File: config.mk
export PLATFORM = sky130hd
export DESIGN_NAME = program_loader
export DESIGN_NICKNAME = d
export VERILOG_FILES = /design/src/rtl/program_loader.sv
export SDC_FILE = /design/constraint.sdc
export NUM_CORES = 1
export LEC_CHECK = 0
export CORE_MARGIN = 2
export CORE_UTILIZATION = 48
export CTS_CLUSTER_SIZE = 10
export DETAILED_ROUTE_END_ITERATION = 7
export PLACE_DENSITY = 0.79
export SLEW_MARGIN = 20
export SYNTH_ARGS = -nofsm -noshare
export SYNTH_HDL_FRONTEND = slang
export SYNTH_SLANG_ARGS = --single-unit
File: constraint.sdc
create_clock -name clock -period 2.3 [get_ports clock]
set_input_delay 0.69 -clock clock [delete_from_list [all_inputs] [get_ports clock]]
set_output_delay 0.69 -clock clock [all_outputs]
set_load 0.01 [all_outputs]
File: src/rtl/program_loader.sv
`timescale 1ns/1ps
// Byte-stream loader for the core's instruction memory: parses a length-prefixed
// frame, writes each instruction, then releases the core and times its run.
module program_loader #(
  parameter int PC_BITS    = 9,
  parameter int INS_BITS   = 9,
  parameter int CYCLE_BITS = 16
) (
  input  logic                  clock,
  input  logic                  reset_n,
  input  logic                  load_req,
  input  logic                  in_valid,
  input  logic [7:0]            in_data,
  output logic                  in_ready,
  output logic                  im_we,
  output logic [PC_BITS-1:0]    im_addr,
  output logic [INS_BITS-1:0]   im_wdata,
  output logic                  core_start,
  input  logic                  core_done,
  output logic                  busy,
  output logic                  done,
  output logic                  error,
  output logic [CYCLE_BITS-1:0] run_cycles,
  output logic [2:0]            dbg_state
);

  // Handshake: a byte moves on every rising edge where in_valid and in_ready are
  // both high; in_valid may stall freely and the loader never drops in_ready mid-state.

  typedef enum logic [2:0] {
    IDLE   = 3'd0,
    LEN_LO = 3'd1,
    LEN_HI = 3'd2,
    INS_LO = 3'd3,
    INS_HI = 3'd4,
    RUN    = 3'd5,
    DONE   = 3'd6,
    ERROR  = 3'd7
  } state_t;

  localparam logic [16:0]      MAX_LEN = 17'(1) << PC_BITS;
  localparam logic [7:0]       HI_MASK = 8'(8'hFF << (INS_BITS - 8));
  localparam logic [PC_BITS:0] CNT_ONE = (PC_BITS + 1)'(1);
  localparam logic [CYCLE_BITS-1:0] CYC_ONE = CYCLE_BITS'(1);

  state_t              state, state_nxt;
  logic [7:0]          lo_byte;
  logic [PC_BITS:0]    len;
  logic [PC_BITS:0]    cnt;
  logic [PC_BITS:0]    cnt_inc;
  logic [16:0]         len_full;
  logic                xfer;
  logic                len_bad;
  logic                hi_bad;

  assign xfer      = in_valid & in_ready;
  assign len_full  = {1'b0, in_data, lo_byte};
  assign len_bad   = (len_full == 17'd0) || (len_full > MAX_LEN);
  assign hi_bad    = |(in_data & HI_MASK);
  assign cnt_inc   = cnt + CNT_ONE;
  assign im_addr   = cnt[PC_BITS-1:0];
  assign dbg_state = state;

  always_comb begin
    state_nxt  = state;
    in_ready   = 1'b0;
    im_we      = 1'b0;
    im_wdata   = '0;
    core_start = 1'b1;
    busy       = 1'b0;
    done       = 1'b0;
    error      = 1'b0;
    case (state)
      IDLE, DONE, ERROR: begin
        done  = (state == DONE);
        error = (state == ERROR);
        if (load_req) state_nxt = LEN_LO;
      end
      LEN_LO: begin
        in_ready = 1'b1;
        busy     = 1'b1;
        if (xfer) state_nxt = LEN_HI;
      end
      LEN_HI: begin
        in_ready = 1'b1;
        busy     = 1'b1;
        if (xfer) state_nxt = len_bad ? ERROR : INS_LO;
      end
      INS_LO: begin
        in_ready = 1'b1;
        busy     = 1'b1;
        if (xfer) state_nxt = INS_HI;
      end
      INS_HI: begin
        in_ready = 1'b1;
        busy     = 1'b1;
        im_wdata = {in_data[INS_BITS-9:0], lo_byte};
        if (xfer) begin
          if (hi_bad) begin
            state_nxt = ERROR;
          end else begin
            im_we     = 1'b1;
            state_nxt = (cnt_inc == len) ? RUN : INS_LO;
          end
        end
      end
      RUN: begin
        busy       = 1'b1;
        core_start = 1'b0;
        if (core_done) state_nxt = DONE;
      end
      default: state_nxt = IDLE;
    endcase
  end

  always_ff @(posedge clock or negedge reset_n) begin
    if (!reset_n) begin
      state      <= IDLE;
      lo_byte    <= '0;
      len        <= '0;
      cnt        <= '0;
      run_cycles <= '0;
    end else begin
      state <= state_nxt;
      case (state)
        IDLE, DONE, ERROR: begin
          if (load_req) begin
            cnt        <= '0;
            run_cycles <= '0;
          end
        end
        LEN_LO, INS_LO: if (xfer) lo_byte <= in_data;
        LEN_HI: if (xfer) len <= len_full[PC_BITS:0];
        INS_HI: begin
          if (im_we) cnt <= cnt_inc;
          if (state_nxt == RUN) run_cycles <= '0;
        end
        RUN: begin
          // Saturates so a runaway program still reads as "at least this long".
          if (!core_done && (run_cycles != '1)) run_cycles <= run_cycles + CYC_ONE;
        end
        default: ;
      endcase
    end
  end

endmodule

==> impl_metrics.toml <==
[route]
firstDrtPassIters = 4
post-route-drc-count = 0
via_count = 3085
ant_nets = 0
vias_per_cell = 5.87
wire_per_inst_um = 16.3
postRouteWirelength_um = 8550
drtIter0Drc = 162

[synth]
synth_edf_count = 0
ys_async_sr_fraction = 1.00
synth.most_common_cell = "dfrtp_1"
yosysWarnings = 0
yosys_most_used_dff = "dfrtp_1"
synth.net_count = 365
yosys.area.top_type_share = 0.369
synthTopCellsByCount = "dfrtp_1 (47), nand2_1 (39), o21ai_0 (21), mux2_2 (19), nand3_1 (17)"
ys_types = 59
netlist_top_cells_area = "dfrtp_1 (37%), mux2_2 (6.7%), nand2_1 (4.6%)"
synth-seq-cells = 47
synthesis.area_mm2 = 0.00318
ys_seq_area_frac = 0.369
synthCells = 350
yosys.area.top_type = "dfrtp_1"
syn_avg_cell_area_um2 = 9.10

[grt]
grt-ovfl-total = 0
grt_pass1_wl_um = 14400
grt_max_degree = 24
antenna_found_initial = 0
grt_pass1_vias = 2944
grtUsageTotal = 0.243

[clock_tree]
cts.sink_count = 47
clock_latency_ns = 0.30
cts_buffers = 5
htree_levels = 2
clk_path_buf_depth = 2
root_buffer = "clkbuf_8"
postCtsHoldBufs = 0
cts_tree = "done"
cts.clk_slew.worst_paths_ns = 0.10

[floorplan]
initial_core_util = 0.499
rows = 29
dieArea_mm2 = 0.00730
ios = 56
die_h_um = 85.5
core_mm2 = 0.00639
fp.dieW_um = 85.5

[min_path]
hold_path_class = "input port to asynchronous set/reset pin"

[critical_path]
cp_slowest_cell = "or4_1"
required_ns = 2.53
worstPathArrival_ns = 2.64
end_kind = "register"
path_cells = "ha_2, nand2_4, or4_1, a21o_1, a311oi_2, o211ai_2, buf_4, a211o_1, a21oi_2"
startpoint_type = "register"
worstSetupPathType = "register to register"
crit_fanout = 3
slowest_delay_ns = 0.43

[placed_design]
finalWeightedCongestion = 0.828
dp_hpwl_um = 5910
io_buffers = 55
dpl-instance-area_mm2 = 0.00405
place_ws_ns = -0.968

[cells_and_area]
area_growth_pct = 38.5
final.fill_count = 470
drive_above_1_share = 0.350
antennaDiodeCount = 0
final-seq-area_mm2 = 0.00118
finalNetCount = 463
multi_input_area_mm2 = 0.00189
final_area_mm2 = 0.00441

[sta]
maxSlewViolCount = 0
setup_ws_ns = -0.109
fin_crit_ns = 2.41
rsz0062_at_grt = "true"
setup_violations = 12
max-slew-margin-rel = 0.667
setup_tns_ns = -0.652
worst_pin_slew_ns = 0.500
skew_ns = 0.00951
period_share = 1.05
hold_viol_final = 0
fin_hold_ws_ns = 0.344
fmax_ghz = 0.415

[run_status]
violations = "negative setup slack"
status = "complete, but fails checks"

[power]
comb_power_share = 0.519
peakVddDrop_mv = 0.693
power.switching_uw = 1540
p_total_uw = 3910
internal_power_uw = 2370
p_seq_frac = 0.321
p_clk_frac = 0.160
switching_share = 0.394
power_density_mw_per_mm2 = 887
power.leakage_uw = 0.00190

[flow_run]
drv_cap = 0
==> worst paths after layout <==
| path | from | depth (start not counted) | slack, ns | to |
|---|---|---|---|---|
| max | cnt[1] | 9 | -0.11 | dbg_state[2] |
| min | reset_n | 1 | 0.34 | cnt[8] |
| max reg2reg | cnt[1] | 9 | -0.11 | dbg_state[2] |
| min reg2reg | len[9] | 1 | 0.55 | len[9] |
| max in group asynchronous | reset_n | 2 | 1.34 | dbg_state[2] |
| min in group clock | len[9] | 1 | 0.55 | len[9] |
==> cell type report <==
| cell class | instances | share of cell area |
|---|---|---|
| clock buffer | 5 | 0.0156 |
| timing repair buffer | 125 | 0.253 |
| tap | 77 | 0.0218 |
| inverter | 5 | 0.00425 |
| multi-input combinational | 264 | 0.427 |
| sequential | 47 | 0.267 |
| clock inverter | 3 | 0.0105 |
==> repair_timing <==
item	4_1_cts	5_1_grt
gates cloned	1	0
gates resized for setup	67	21
buffers inserted	14	5
setup endpoints to repair	42	22
pin swaps	16	13
==> cells by family after synthesis <==
logic type | Yosys count | share of synthesized area
AND/OR/NAND/NOR | 142 | 0.241
AO/OA/AOI/OAI | 84 | 0.186
adder cells (fa/ha/maj) | 2 | 0.00786
XOR/XNOR | 16 | 0.0440
multiplexers | 20 | 0.0703
buffers and inverters | 39 | 0.0809
flip-flops | 47 | 0.369
==> layer usage <==
layer  share of wire  vias up  global-route usage
met4           0.016        0              0.0664
met5               0        -                   0
met2            0.50       92               0.396
li1                -     1475                   -
met1            0.44     1506               0.336
met3           0.049       12              0.0418
==> power by group through the flow <==
stage	Sequential (uW)	Clock [uW]	Combinational, uW
6_report	1260	627	2030
5_1_grt	1280	673	2190
2_1_floorplan	1210	0	1100
3_5_place_dp	1250	0	1730
3_3_place_gp	1240	0	1690
4_1_cts	1250	644	1920
==> layout by cell type, fill, tap and decap left out, types with 3 or more instances in the layout <==
master,netlist,layout
and3_2,5,5
xnor2_1,12,12
clkdlybuf4s15_2,0,3
nand3_1,17,17
nand2_1,39,37
dlygate4sd2_1,0,16
nand4_1,5,5
clkdlybuf4s50_1,0,29
o21ai_2,10,10
buf_12,1,3
a31oi_1,4,4
and2_1,3,3
inv_1,4,3
dfrtp_1,47,45
nand3b_1,3,3
nand2b_1,4,4
buf_4,11,62
buf_6,2,6
xor2_1,4,4
o21ai_0,21,16
nor2_1,16,12
clkbuf_8,3,5
mux2_2,19,19
a211oi_1,7,6
a21oi_1,14,12
and3_1,16,16
o211ai_1,4,4
a21o_2,4,4
o21ai_1,0,5
nor4_1,16,14
==> worst max-delay path: cells and delay by family (launching register included) <==
| kind | cells | cell delay [ns] |
|---|---|---|
| buffers and inverters | 1 | 0.20 |
| and+or+nand+nor | 2 | 0.50 |
| adders and majority gates | 1 | 0.21 |
| AOI/OAI and AO/OA | 5 | 1.05 |
| DFF | 1 | 0.38 |
==> metrics by stage <==
stage               utilization  cells
global route              0.691    526
floorplan                     -    350
CTS                       0.678    524
global placement          0.634    504
detailed placement        0.634    504
finish                    0.691    526
==> flip-flops by register name, summed over array words and instances, names as in the netlist <==
register    cells
cnt            10
dbg_state       3
len            10
lo_byte         8
run_cycles     16
Power figures use the tool's default switching activity.
